===== config.mk =====
export PLATFORM = sky130hd
export DESIGN_NAME = llr_frame_buffer
export DESIGN_NICKNAME = d
export VERILOG_FILES = /design/src/rtl/polar_pkg.sv /design/src/rtl/llr_shift_bank.sv /design/src/rtl/llr_frame_buffer.sv
export SDC_FILE = /design/constraint.sdc
export NUM_CORES = 2
export LEC_CHECK = 0
export BUFFER_PORTS_ARGS = -buffer_cell sky130_fd_sc_hd__clkbuf_2
export CAP_MARGIN = 20
export CORE_MARGIN = 2
export CORE_UTILIZATION = 45
export CTS_CLUSTER_SIZE = 40
export DETAILED_ROUTE_END_ITERATION = 12
export PLACE_DENSITY = 0.69
export SETUP_SLACK_MARGIN = 0.05
export SYNTH_ARGS = -nofsm -noshare
export SYNTH_HDL_FRONTEND = slang
export SYNTH_SLANG_ARGS = --single-unit

===== constraint.sdc =====
create_clock -name clk -period 5 [get_ports clk]
set_input_delay 0.25 -clock clk [delete_from_list [all_inputs] [get_ports clk]]
set_output_delay 0.25 -clock clk [all_outputs]
set_load 0.005 [all_outputs]

===== src/rtl/polar_pkg.sv =====
// Shared definitions for the SCAN polar decoder front end.
//   Q, P, N : default LLR width, group width and code length
//   G       : groups per frame for the defaults
//   GW      : group-index width for the defaults (at least 1 bit)
//   llr_t   : one signed channel LLR
//   idx_w() : index width for a count of items, never below 1 bit
package polar_pkg;

  localparam int unsigned Q = 6;
  localparam int unsigned P = 128;
  localparam int unsigned N = 1024;
  localparam int unsigned G = N / P;

  function automatic int unsigned idx_w(input int unsigned count);
    return (count > 1) ? $clog2(count) : 1;
  endfunction

  localparam int unsigned GW = idx_w(G);

  typedef logic signed [Q-1:0] llr_t;

endpackage


===== src/rtl/llr_shift_bank.sv =====
// One P*Q-bit LLR bank filled by shifting.
//   clk      : clock
//   clr      : synchronous clear of the whole bank
//   shift_en : shift the bank down by LANES*Q bits and insert ins at the top
//   ins      : LANES LLRs, lane 0 in the low bits (earliest in channel order)
//   data     : bank contents; after P/LANES shifts the first LLR sits at [Q-1:0]
module llr_shift_bank #(
  parameter int unsigned Q     = 6,
  parameter int unsigned P     = 128,
  parameter int unsigned LANES = 1
) (
  input  logic               clk,
  input  logic               clr,
  input  logic               shift_en,
  input  logic [LANES*Q-1:0] ins,
  output logic [P*Q-1:0]     data
);

  generate
    if (LANES == P) begin : g_full_width
      always_ff @(posedge clk) begin
        if (clr)           data <= '0;
        else if (shift_en) data <= ins;
      end
    end else begin : g_shift
      always_ff @(posedge clk) begin
        if (clr)           data <= '0;
        else if (shift_en) data <= {ins, data[P*Q-1:LANES*Q]};
      end
    end
  endgenerate

endmodule


===== src/rtl/llr_frame_buffer.sv =====
// Serial-to-parallel channel LLR buffer with two ping-pong banks.
//   clk, rst            : clock, synchronous active-high reset
//   in_valid/in_ready   : input beat handshake, LANES LLRs per beat on in_llr
//   in_last             : final beat of a frame, checked for alignment
//   out_valid/out_ready : group handshake towards the decoder
//   out_llr             : P LLRs, LLR k at [(k+1)Q-1:kQ]
//   out_group           : group index within the frame
//   out_last            : group is the last of its frame
//   frame_err           : sticky misaligned in_last flag, cleared by rst only
module llr_frame_buffer
  import polar_pkg::idx_w;
#(
  parameter int unsigned Q     = polar_pkg::Q,
  parameter int unsigned P     = polar_pkg::P,
  parameter int unsigned N     = polar_pkg::N,
  parameter int unsigned LANES = 1
) (
  input  logic                      clk,
  input  logic                      rst,
  input  logic                      in_valid,
  output logic                      in_ready,
  input  logic [LANES*Q-1:0]        in_llr,
  input  logic                      in_last,
  output logic                      out_valid,
  input  logic                      out_ready,
  output logic [P*Q-1:0]            out_llr,
  output logic [idx_w(N/P)-1:0]     out_group,
  output logic                      out_last,
  output logic                      frame_err
);

  localparam int unsigned G     = N / P;
  localparam int unsigned GW    = idx_w(G);
  localparam int unsigned BEATS = P / LANES;
  localparam int unsigned BW    = idx_w(BEATS);

  generate
    if (N % P != 0) begin : g_bad_n
      $error("llr_frame_buffer: N must be a multiple of P");
    end
    if (LANES == 0 || (LANES & (LANES - 1)) != 0 || P % LANES != 0) begin : g_bad_lanes
      $error("llr_frame_buffer: LANES must be a power of two dividing P");
    end
  endgenerate

  logic [BW-1:0] beat_cnt;
  logic [GW-1:0] grp_cnt;
  logic          fill_ptr;
  logic          rd_ptr;
  logic [1:0]    full_cnt;
  logic [GW-1:0] bank_grp [2];
  logic [1:0]    bank_last;
  logic [P*Q-1:0] bank_data [2];

  logic in_acc, out_acc, beat_end, frame_end, bad_last, grp_done;
  logic [1:0] shift_en;

  assign in_ready  = !rst && (full_cnt < 2'd2);
  assign out_valid = (full_cnt != 2'd0);
  assign out_llr   = bank_data[rd_ptr];
  assign out_group = bank_grp[rd_ptr];
  assign out_last  = bank_last[rd_ptr];

  always_comb begin
    in_acc    = in_valid && in_ready;
    out_acc   = out_valid && out_ready;
    beat_end  = (beat_cnt == BW'(BEATS - 1));
    frame_end = beat_end && (grp_cnt == GW'(G - 1));
    // A misplaced in_last discards the partial bank even on a group's last beat.
    bad_last  = in_acc && in_last && !frame_end;
    grp_done  = in_acc && beat_end && !bad_last;
    shift_en  = '0;
    shift_en[fill_ptr] = in_acc;
  end

  for (genvar b = 0; b < 2; b++) begin : g_bank
    llr_shift_bank #(
      .Q(Q),
      .P(P),
      .LANES(LANES)
    ) u_bank (
      .clk(clk),
      .clr(rst),
      .shift_en(shift_en[b]),
      .ins(in_llr),
      .data(bank_data[b])
    );
  end

  always_ff @(posedge clk) begin
    if (rst) begin
      beat_cnt  <= '0;
      grp_cnt   <= '0;
      fill_ptr  <= 1'b0;
      rd_ptr    <= 1'b0;
      full_cnt  <= '0;
      bank_grp  <= '{default: '0};
      bank_last <= '0;
      frame_err <= 1'b0;
    end else begin
      if (in_acc) begin
        if (bad_last || beat_end) beat_cnt <= '0;
        else                      beat_cnt <= beat_cnt + 1'b1;
      end

      if (bad_last) begin
        grp_cnt   <= '0;
        frame_err <= 1'b1;
      end else if (grp_done) begin
        grp_cnt             <= (grp_cnt == GW'(G - 1)) ? '0 : grp_cnt + 1'b1;
        fill_ptr            <= ~fill_ptr;
        bank_grp[fill_ptr]  <= grp_cnt;
        bank_last[fill_ptr] <= (grp_cnt == GW'(G - 1));
      end

      if (out_acc) rd_ptr <= ~rd_ptr;

      if (grp_done && !out_acc)      full_cnt <= full_cnt + 2'd1;
      else if (!grp_done && out_acc) full_cnt <= full_cnt - 2'd1;
    end
  end

endmodule


==> summary.md <==
| Metric | Value |
|---|---|
| Die area | 142000 um^2 |
| Initial Util | 45.5% |
| End of the critical path | out_llr[24] |
| PD cells | 347 nW/um^2 |
| Global-route wire length before repair | 292000 um |
| VDD IR max | 0.307 mV |
| Initial DRC Count | 4938 |
| Most instantiated library cell after synthesis | nand2_1 |
| CTS Buffer Depth | 3 |
| CP Max Fanout | 60 |
| Max frequency | 288 MHz |
| Instance count of the mapped netlist | 7631 |
| Layout area overhead | 15.4% |
| Hold Startpoint | in_valid |
| Port Buffers | 785 |
| Post-synth top area cell | dfxtp_1 |
| Post-route clock period utilization | 69.5% |
| Async set or reset register ratio after synthesis | 0% |
| Setup crit start kind | flip-flop |
| Synth Flop Type | dfxtp_1 |
| Crit. End Element | output pin |
| GP Congestion | 0.855 |
| Max Slew Vio Count | 0 |
| Max_cap viols | 0 |
| Ports | 786 |
| Seq/Total Area, Yosys | 49.8% |
| Final min period | 3.47 ns |
| Grt total ovfl | 0 |
| Detailed Routing Iterations Pass 1 | 5 |
| Die X | 377 um |
| Root buffer cell | clkbuf_16 |
| Clock slew at reported path FFs | 0.06 ns |
| Mean Syn Cell Area | 8.22 um^2 |
| Hold WC Path Type | input pin to flip-flop |
| Critical Path Start | rd_ptr$_SDFFE_PP0P_ |
| Fin util | 52.5% |
| Remaining DRCs | 0 |
| Syn Nets | 7646 |
| Leakage Power | 26.5 nW |
| R2R Path End | g_bank[0].u_bank.data[681]$_SDFFE_PP0P_ |
| Number of global-route vias before repair | 50158 |
| Total chip power | 25.2 mW |
| Setup tns final | 0 ns |
| Hpwl dp | 124000 um |
| Yosys warns | 0 |
| Area contributors post-synth | dfxtp_1 50%, nand2_1 18%, mux2_2 14% |
| Hold Vio Cnt, Final | 0 |
| Total Wirelength | 191000 um |
| CTS Buf Count | 160 |
| Commonest cells in the synthesized netlist | 3080 x nand2_1, 1559 x dfxtp_1, 1549 x a21oi_1, 772 x mux2_2, 402 x clkbuf_1 |
| Worst-Skew Late Latency | 0.79 ns |
| Max Clock Skew | 0.0263 ns |
| Distinct cells, synth | 31 |
| Post-synth EDFFs | 0 |
| Setup-failing EPs final | 0 |
| Worst Path Arrival | 3.22 ns |
| Post-DR wirelength/cell | 19.1 um |
| R2r worst-path depth | 5 |
| H-tree Lvls | 4 |
| Largest net degree at the start of global routing | 258 |
| Max-slew headroom | 13.2% |
| Post-synth top area share | 49.8% |
| #FFs+latches synth | 1559 |
| Row count | 136 |
| Nets@finish | 8087 |
| RSZ-0062 raised after global routing | no |
| CP peak stage delay | 0.96 ns |
| Worst R2R Setup Slack | 1.94 ns |
| CTS tree | built |
| Status | finished clean |
| Fillers | 12929 |
| Crit-path slowest cell | dfxtp_4 |
| Tot GR Track Use | 25.6% |
| DR vias/cell | 5.39 |
| Core area | 138000 um^2 |
| Antenna Nets Post-Route | 0 |
| Reg-to-reg startpoint | fill_ptr$_SDFFE_PP0P_ |
| CTS resizes | 0 |
| Worst-margin pin slew | 1.30 ns |
| WS Path Type | flip-flop to output pin |
| Layout Cells excl Fill | 9993 |
| Via Count | 53838 |
| Mapped Area | 62700 um^2 |
| Worst Hold Path Cells | 5 |
| Postcts setup bufs | 0 |
| Share of cells above drive strength 1 | 23.3% |
| Cells along the critical path | buf_4 > mux2_2 > clkbuf_2 |
| Initial antenna violation count | 2 |
| CTS sink count | 1559 |
| Die H | 377 um |
| Cell total after placement | 9692 |
| Worst Path Required | 4.75 ns |
flip-flops by register name, summed over array words and instances (netlist names):
name,cells
grp_cnt,3
bank_last,2
fill_ptr,1
beat_cnt,7
frame_err,1
rd_ptr,1
g_bank.u_bank.data,1536
bank_grp,6
full_cnt,2
cells by family (layout without fill, tap and decap cells):
logic type	count (synthesis)	count (layout)	synth area share [%]
XOR/XNOR	8	8	0.112
adder cells (fa/ha/maj)	4	4	0.0798
other	0	2	0
flip-flops	1559	1559	49.8
buffers and inverters	605	1171	4.86
AND/OR/NAND/NOR	3120	3120	18.8
AO/OA/AOI/OAI	1560	1560	12.5
multiplexers	775	775	13.9
metrics by stage:
stage	cell area, um^2	worst slack, ns	hold slack, ns
6_report	72400	1.53	0.0836
2_1_floorplan	62700	2.85	0.386
4_1_cts	72400	1.51	0.0209
5_1_grt	72400	1.46	0.0830
3_3_place_gp	66800	1.95	0.439
3_5_place_dp	66800	1.89	0.450
per-layer routing:
metal | track usage (%) | vias up | part of all wire, %
li1 | - | 25917 | -
met1 | 33.7 | 25842 | 42
met2 | 40.1 | 1720 | 46
met3 | 6.13 | 359 | 7.6
met4 | 10.9 | 0 | 4.3
met5 | 0 | - | 0
worst max-delay path, delay by kind of cell (launching register included):
family | cells | cell delay (ns)
mux | 1 | 0.46
flops | 1 | 0.96
buf+inv | 2 | 0.92
final cells by class:
class	count	area (um^2)	area share, %
multi-input combinational	5467	28500	39.3
timing repair buffer	881	5030	6.95
antenna	2	5.00	0.00691
clock inverter	42	474	0.655
sequential	1559	31200	43.1
inverter	3	11.3	0.0156
clock buffer	245	4940	6.83
tap	1794	2240	3.10
cells in the final DEF (no fill, tap or decap), types with 3 or more instances in the layout:
master	netlist	final
nand2_1	3080	3078
dfxtp_1	1559	1558
a21oi_1	1549	1549
clkbuf_2	0	784
mux2_2	772	772
clkbuf_16	0	166
buf_4	28	58
clkbuf_8	0	49
clkbuf_1	402	30
buf_12	0	26
clkinv_2	0	23
nor2_1	16	16
dlygate4sd3_1	0	11
nand3_1	9	9
o21ai_0	9	9
xor2_1	6	6
bufinv_16	0	6
inv_6	0	5
ha_1	4	4
mux2i_1	3	3
clkinv_8	0	3
what timing repair did:
item	4_1_cts	5_1_grt
endpoints found under the setup margin	0	0
endpoints found under the hold margin	80	0
hold buffers	11	0
how the worst min path moves through the flow:
stage | endpoint | slack (ns)
floorplan | g_bank[0].u_bank.data[762]$_SDFFE_PP0P_ | 0.39
global placement | g_bank[1].u_bank.data[3]$_SDFFE_PP0P_ | 0.44
detailed placement | g_bank[0].u_bank.data[0]$_SDFFE_PP0P_ | 0.45
CTS | beat_cnt[3]$_SDFFE_PP0N_ | 0.02
global route | beat_cnt[2]$_SDFFE_PP0N_ | 0.08
finish | beat_cnt[3]$_SDFFE_PP0N_ | 0.08
power by group:
group / switching [mW] / leakage [nW] / internal, mW
registers: 0.00342 / 12.6 / 12.4
logic: 0.443 / 11.3 / 0.0621
clock network: 5.09 / 2.69 / 7.13
total: 5.54 / 26.5 / 19.6
(Power assumes the default switching activity.)
